**src/rtl/uart_rx_fifo.sv**
```systemverilog
// UART receiver with runtime frame format, input synchroniser, 3-sample
// majority vote, break detection and a show-ahead RX FIFO carrying per-entry
// error flags. Sits between the UART pad and the bus-side register block.
module uart_rx_fifo #(
  parameter int OVERSAMPLE = 16,
  parameter int FIFO_DEPTH = 16,
  parameter int LVL_W      = $clog2(FIFO_DEPTH) + 1
) (
  input  logic             clk,
  input  logic             rst_n,
  input  logic             rx_i,
  input  logic [15:0]      baud_div,
  input  logic [1:0]       data_bits,
  input  logic [1:0]       parity,
  input  logic             stop2,
  input  logic             rx_en,
  output logic [7:0]       m_data,
  output logic             m_ferr,
  output logic             m_perr,
  output logic             m_brk,
  output logic             m_valid,
  input  logic             m_ready,
  output logic [LVL_W-1:0] fifo_level,
  output logic             overrun_o,
  input  logic             ovr_clr,
  output logic             break_o
);

  localparam int OS_W = $clog2(OVERSAMPLE);
  localparam int AW   = $clog2(FIFO_DEPTH);
  localparam int M    = OVERSAMPLE / 2;

  // Sample points within one bit: two early samples, then the deciding one.
  localparam logic [OS_W-1:0] OS_S0   = OS_W'(M - 1);
  localparam logic [OS_W-1:0] OS_S1   = OS_W'(M);
  localparam logic [OS_W-1:0] OS_DEC  = OS_W'(M + 1);
  localparam logic [OS_W-1:0] OS_LAST = OS_W'(OVERSAMPLE - 1);

  typedef enum logic [2:0] {
    S_IDLE,
    S_START,
    S_DATA,
    S_PAR,
    S_STOP,
    S_BRK
  } state_t;

  typedef struct packed {
    logic [7:0] data;
    logic       ferr;
    logic       perr;
    logic       brk;
  } entry_t;

  // ---------------------------------------------------------------------------
  // Baud tick generator
  // ---------------------------------------------------------------------------
  logic [15:0] tick_cnt;
  logic        tick;

  assign tick = (tick_cnt == '0);

  // Down-counter reloading from baud_div; a new divisor takes effect at reload.
  // NOTE: state registers use non-blocking assignments so every flop samples
  // pre-edge values and the simulation order of always blocks cannot matter.
  always_ff @(posedge clk or negedge rst_n) begin
    if (!rst_n) begin
      tick_cnt <= '0;
    end else if (tick) begin
      tick_cnt <= baud_div;
    end else begin
      tick_cnt <= tick_cnt - 16'd1;
    end
  end

  // ---------------------------------------------------------------------------
  // Input synchroniser
  // ---------------------------------------------------------------------------
  logic rx_s1;
  logic rx_sync;

  // Two-flop synchroniser, reset to the idle-high line level.
  always_ff @(posedge clk or negedge rst_n) begin
    if (!rst_n) begin
      rx_s1   <= 1'b1;
      rx_sync <= 1'b1;
    end else begin
      rx_s1   <= rx_i;
      rx_sync <= rx_s1;
    end
  end

  // ---------------------------------------------------------------------------
  // Receive FSM
  // ---------------------------------------------------------------------------
  state_t          state;
  logic [OS_W-1:0] os;
  logic [2:0]      bit_idx;
  logic [7:0]      shreg;
  logic [1:0]      samp;
  logic            par_bit;
  logic            perr_r;
  logic            ferr_r;
  logic            stop_idx;

  logic       vote;
  logic       at_dec;
  logic       at_end;
  logic       par_en;
  logic       exp_par;
  logic       brk_cond;
  logic [2:0] last_bit;
  logic       push;
  entry_t     push_entry;

  assign vote     = (samp[0] & samp[1]) | (samp[0] & rx_sync) | (samp[1] & rx_sync);
  assign at_dec   = (os == OS_DEC);
  assign at_end   = (os == OS_LAST);
  assign par_en   = (parity == 2'd1) || (parity == 2'd2);
  assign exp_par  = (parity == 2'd2) ? ~^shreg : ^shreg;
  assign last_bit = {1'b0, data_bits} + 3'd4;
  // Break: every data bit, the parity bit (if any) and the first stop bit low.
  assign brk_cond = !stop_idx && !vote && (shreg == '0) && (!par_en || !par_bit);

  // Push request, combinational so the FIFO writes on the push tick itself.
  // NOTE: every signal driven here gets a default first, so no path through
  // the block leaves a value held and no latch is inferred.
  always_comb begin
    push       = 1'b0;
    push_entry = '0;
    if (tick && rx_en && (state == S_STOP) && at_dec) begin
      if (brk_cond) begin
        push            = 1'b1;
        push_entry.ferr = 1'b1;
        push_entry.brk  = 1'b1;
      end else if (stop_idx || !stop2) begin
        push            = 1'b1;
        push_entry.data = shreg;
        push_entry.ferr = ferr_r | !vote;
        push_entry.perr = perr_r;
      end
    end
  end

  // Frame sequencer: advances on ticks only, samples and decides each bit.
  always_ff @(posedge clk or negedge rst_n) begin
    if (!rst_n) begin
      state    <= S_IDLE;
      os       <= '0;
      bit_idx  <= '0;
      shreg    <= '0;
      samp     <= '0;
      par_bit  <= 1'b0;
      perr_r   <= 1'b0;
      ferr_r   <= 1'b0;
      stop_idx <= 1'b0;
      break_o  <= 1'b0;
    end else begin
      break_o <= 1'b0;
      if (tick) begin
        if (!rx_en) begin
          state <= S_IDLE;
        end else begin
          case (state)
            S_IDLE: begin
              if (!rx_sync) begin
                state    <= S_START;
                os       <= '0;
                bit_idx  <= '0;
                shreg    <= '0;
                par_bit  <= 1'b0;
                perr_r   <= 1'b0;
                ferr_r   <= 1'b0;
                stop_idx <= 1'b0;
              end
            end

            S_BRK: begin
              if (rx_sync) state <= S_IDLE;
            end

            default: begin
              os <= at_end ? '0 : os + OS_W'(1);
              if (os == OS_S0) samp[0] <= rx_sync;
              if (os == OS_S1) samp[1] <= rx_sync;

              if (at_dec) begin
                case (state)
                  S_START: if (vote) state <= S_IDLE;
                  S_DATA:  shreg[bit_idx] <= vote;
                  S_PAR: begin
                    par_bit <= vote;
                    perr_r  <= (vote != exp_par);
                  end
                  S_STOP: begin
                    if (brk_cond) begin
                      state   <= S_BRK;
                      break_o <= 1'b1;
                    end else if (stop_idx || !stop2) begin
                      state <= S_IDLE;
                    end else begin
                      ferr_r <= !vote;
                    end
                  end
                  default: ;
                endcase
              end

              if (at_end) begin
                case (state)
                  S_START: begin
                    state   <= S_DATA;
                    bit_idx <= '0;
                  end
                  S_DATA: begin
                    if (bit_idx == last_bit) begin
                      state <= par_en ? S_PAR : S_STOP;
                    end else begin
                      bit_idx <= bit_idx + 3'd1;
                    end
                  end
                  S_PAR:   state <= S_STOP;
                  S_STOP:  stop_idx <= 1'b1;
                  default: ;
                endcase
              end
            end
          endcase
        end
      end
    end
  end

  // ---------------------------------------------------------------------------
  // RX FIFO
  // ---------------------------------------------------------------------------
  entry_t             mem [FIFO_DEPTH];
  logic [AW-1:0]      wr_ptr;
  logic [AW-1:0]      rd_ptr;
  logic [LVL_W-1:0]   count;
  logic               full;
  logic               do_push;
  logic               do_pop;
  entry_t             head;

  assign full    = (count == LVL_W'(FIFO_DEPTH));
  assign m_valid = (count != '0);
  assign do_pop  = m_ready && m_valid;
  // A pop in the same cycle frees the slot, so a full FIFO still accepts.
  assign do_push = push && (!full || do_pop);

  // Storage array.
  // NOTE: the array has no reset; its contents are only observed through the
  // head gating below, which forces zeros whenever the FIFO is empty.
  always_ff @(posedge clk) begin
    if (do_push) mem[wr_ptr] <= push_entry;
  end

  // Pointers and occupancy; pointers wrap naturally at the power-of-2 depth.
  always_ff @(posedge clk or negedge rst_n) begin
    if (!rst_n) begin
      wr_ptr <= '0;
      rd_ptr <= '0;
      count  <= '0;
    end else begin
      if (do_push) wr_ptr <= wr_ptr + AW'(1);
      if (do_pop)  rd_ptr <= rd_ptr + AW'(1);
      case ({do_push, do_pop})
        2'b10:   count <= count + LVL_W'(1);
        2'b01:   count <= count - LVL_W'(1);
        default: count <= count;
      endcase
    end
  end

  // Sticky overrun: a dropped frame sets it, and setting wins over clearing.
  always_ff @(posedge clk or negedge rst_n) begin
    if (!rst_n) begin
      overrun_o <= 1'b0;
    end else if (push && full && !do_pop) begin
      overrun_o <= 1'b1;
    end else if (ovr_clr) begin
      overrun_o <= 1'b0;
    end
  end

  assign head       = mem[rd_ptr];
  assign m_data     = m_valid ? head.data : 8'h00;
  assign m_ferr     = m_valid & head.ferr;
  assign m_perr     = m_valid & head.perr;
  assign m_brk      = m_valid & head.brk;
  assign fifo_level = count;

endmodule
```
**config.mk**
```make
export PLATFORM = sky130hd
export DESIGN_NAME = uart_rx_fifo
export DESIGN_NICKNAME = d
export VERILOG_FILES = /design/src/rtl/uart_rx_fifo.sv
export SDC_FILE = /design/constraint.sdc
export NUM_CORES = 1
export LEC_CHECK = 0
export CAP_MARGIN = 5
export CELL_PAD_IN_SITES_DETAIL_PLACEMENT = 2
export CELL_PAD_IN_SITES_GLOBAL_PLACEMENT = 2
export CORE_MARGIN = 2
export CORE_UTILIZATION = 45
export CTS_CLUSTER_SIZE = 8
export DETAILED_ROUTE_END_ITERATION = 8
export HOLD_SLACK_MARGIN = 0.02
export PLACE_DENSITY_LB_ADDON = 0.1
export SYNTH_ARGS = -nofsm -noshare
export SYNTH_HDL_FRONTEND = slang
export SYNTH_SLANG_ARGS = --single-unit
```
**constraint.sdc**
```tcl
create_clock -name clk -period 6.9 [get_ports clk]
set_input_delay 0.69 -clock clk [delete_from_list [all_inputs] [get_ports clk]]
set_output_delay 0.69 -clock clk [all_outputs]
set_load 0.05 [all_outputs]
```
==> flow_summary.json <==
{
  "grt_pass1_wl_um": 44240,
  "slowest_stage": "dfrtp_2",
  "fin_crit_ps": 4720,
  "cp.required_ps": 6210,
  "grt_usage_pct": 25.13,
  "mostFrequentLayoutCells": "edfxtp_1, mux4_2, dfrtp_1, clkdlybuf4s50_1, nor2_1",
  "vias_per_cell": 5.894,
  "finClkSkew_ps": 25.30,
  "n_fill_cell": 2007,
  "maxCapViolations": 0,
  "ys_types": 58,
  "cp.arrival_ps": 4030,
  "drcViolationCount": 0,
  "holdBufCountCts": 0,
  "status": "finished clean",
  "cts_root_buf": "clkbuf_16",
  "cts-buffers-inserted": 35,
  "layout.cells.most_common": "edfxtp_1",
  "timing.hold.ws_ps": 350.6,
  "synth-edff-count": 176,
  "peakVddDrop_mv": 0.1575,
  "crit_path_end_kind": "primary output",
  "crit_top_cell": "mux4_2",
  "wl_per_cell_um": 27.74,
  "worstSetupPathType": "reg2out",
  "htree_levels": 2,
  "dp_hpwl_um": 18940,
  "drv_slew": 0,
  "tns_ps": 0,
  "grt_antenna_before_repair": 0,
  "drt_wl_total_um": 28880,
  "syn_area_per_cell_um2": 15.58,
  "grt_max_degree": 58,
  "slew_headroom_pct": 15.11,
  "drtIter0Drc": 370,
  "boundaryPins": 46,
  "power.leakage_nw": 3.713,
  "grt_pass1_vias": 7056,
  "fp.coreArea_mm2": 0.02250,
  "hold_violations": 0,
  "setup_viol": 0,
  "fp.dieH_um": 155.1,
  "fin_crit_sh_pct": 68.41,
  "io_buffers": 45,
  "path_cells": "buf_4, mux4_2, mux4_2, nor2b_1, clkdlybuf4s50_1",
  "slowest_delay_ps": 900,
  "nNetsFinal": 783,
  "synth-async-reset-ratio_pct": 24.46,
  "post_cts_resized": 0,
  "path_max_fanout": 24,
  "synth_fp_nets": 706,
  "clk_latency_ps": 510,
  "via_count": 6136,
  "synth_area_mm2": 0.01027,
  "row_count": 55,
  "yosys_register_bits": 233,
  "dieArea_mm2": 0.02405,
  "start_kind": "flip-flop",
  "area_growth_pct": 18.45,
  "cts_tree": "yes",
  "clock_sinks": 233,
  "r2r_cells": 10,
  "ant_nets": 0,
  "drive_above_1_share_pct": 19.84,
  "ys.flop_type": "edfxtp_1",
  "p_per_area_mw_per_mm2": 321.6,
  "yosys_warnings": 0,
  "grt.overflow.total": 0,
  "rsz0062_at_grt": "no",
  "hp-class": "in2async",
  "die_w_um": 155.1,
  "worst_pin_slew_ps": 1273,
  "floorplan.initialDensity_pct": 45.64,
  "cts_setup_buffers": 0,
  "dpl-instance-area_mm2": 0.01116,
  "gp_congestion": 0.7815,
  "drt-pass1-iter-count": 4,
  "ys_seq_area_share_pct": 65.38,
  "antennaDiodeCount": 0,
  "clk_pin_slew_ps": 60,
  "clk_path_buf_depth": 3,
  "finish.instance_area_mm2": 0.01216,
  "clock.fmax_mhz": 211.9,
  "netlist_instances": 659
}
-- stage by stage --
| step | setup WS (ps) | util (%) | cells | power [W] |
|---|---|---|---|---|
| after floorplan | 3774 | - | 659 | 0.002172 |
| after global placement | 2742 | 49.58 | 984 | 0.002349 |
| after detailed placement | 2649 | 49.58 | 984 | 0.002384 |
| after global routing | 1930 | 54.06 | 1041 | 0.004062 |
| final | 2180 | 54.06 | 1041 | 0.003913 |
| after CTS | 2115 | 54.03 | 1041 | 0.003959 |
-- Yosys cell counts, drive strengths merged, types with 12 or more instances --
| library cell | instances | area share, % |
|---|---|---|
| nand2 | 33 | 1.2 |
| ha | 19 | 2.3 |
| inv | 28 | 1.0 |
| nor2b | 16 | 0.97 |
| xnor2 | 17 | 1.4 |
| dfrtp | 55 | 13 |
| a21oi | 26 | 1.4 |
| mux4 | 55 | 12 |
| edfxtp | 176 | 51 |
| nor3 | 20 | 0.97 |
| o21ai | 28 | 1.4 |
| xor2 | 12 | 1.0 |
| clkbuf | 19 | 0.69 |
| nor2 | 38 | 1.4 |
-- cell families after synthesis --
group,Yosys count,share of synthesized area (%)
mux,62,12.83
compound gates,82,4.934
fa+ha+maj,21,2.619
flops,233,65.38
xor+xnor,29,2.473
simple gates,174,9.491
buf+inv,58,2.278
-- critical path: cells and delay by family (launching register included) --
kind,cells,cell delay [ps]
buf+inv,2,1320
flops,1,900
mux,2,1100
simple gates,1,170
-- power by group --
group	switching [W]	internal, W	leakage [nW]
registers	0.000172	0.00156	1.91
logic	0.000325	0.000293	1.32
clock network	0.000605	0.000960	0.480
-- layout make-up --
cell class                      count  area, um^2  area share (%)
Multi-Input combinational cell    368        3354           27.58
Inverter                           29       108.9          0.8949
Clock inverter                      3       33.78          0.2777
Tap cell                          285       356.6           2.931
Timing Repair Buffer               69       625.6           5.143
Clock buffer                       54       968.4           7.961
Sequential cell                   233        6716           55.21
-- sequential cells by signal, indices dropped and copies added, names as in the netlist --
signal      cells
wr_ptr          4
bit_idx         3
overrun_o       1
break_o         1
shreg           8
mem           176
ferr_r          1
rx_sync         1
rx_s1           1
stop_idx        1
samp            2
tick_cnt       16
os              4
state           3
rd_ptr          4
fifo_level      5
par_bit         1
perr_r          1
-- metal layers --
metal  wire length [um]  share of wire [%]  up-vias  track usage (%)
met3               1179                4.1       47            3.844
met1              11750                 41     3224            31.44
li1                   -                  -     2704                -
met2              15160                 52      161            45.02
met4                788                2.7        0            8.025
met5                  0                  0        -                0
-- path summary, 6_finish.rpt --
kind                       slack, ps           from            end
max                             2180      rd_ptr[0]      m_data[3]
min                              350          rst_n       shreg[0]
max reg2reg                     3080  fifo_level[1]  fifo_level[4]
min reg2reg                      350          rx_s1        rx_sync
max in group asynchronous       5980          rst_n      rd_ptr[0]
min in group clk                 350          rx_s1        rx_sync
Note: power is estimated with default switching activity, not from simulation.
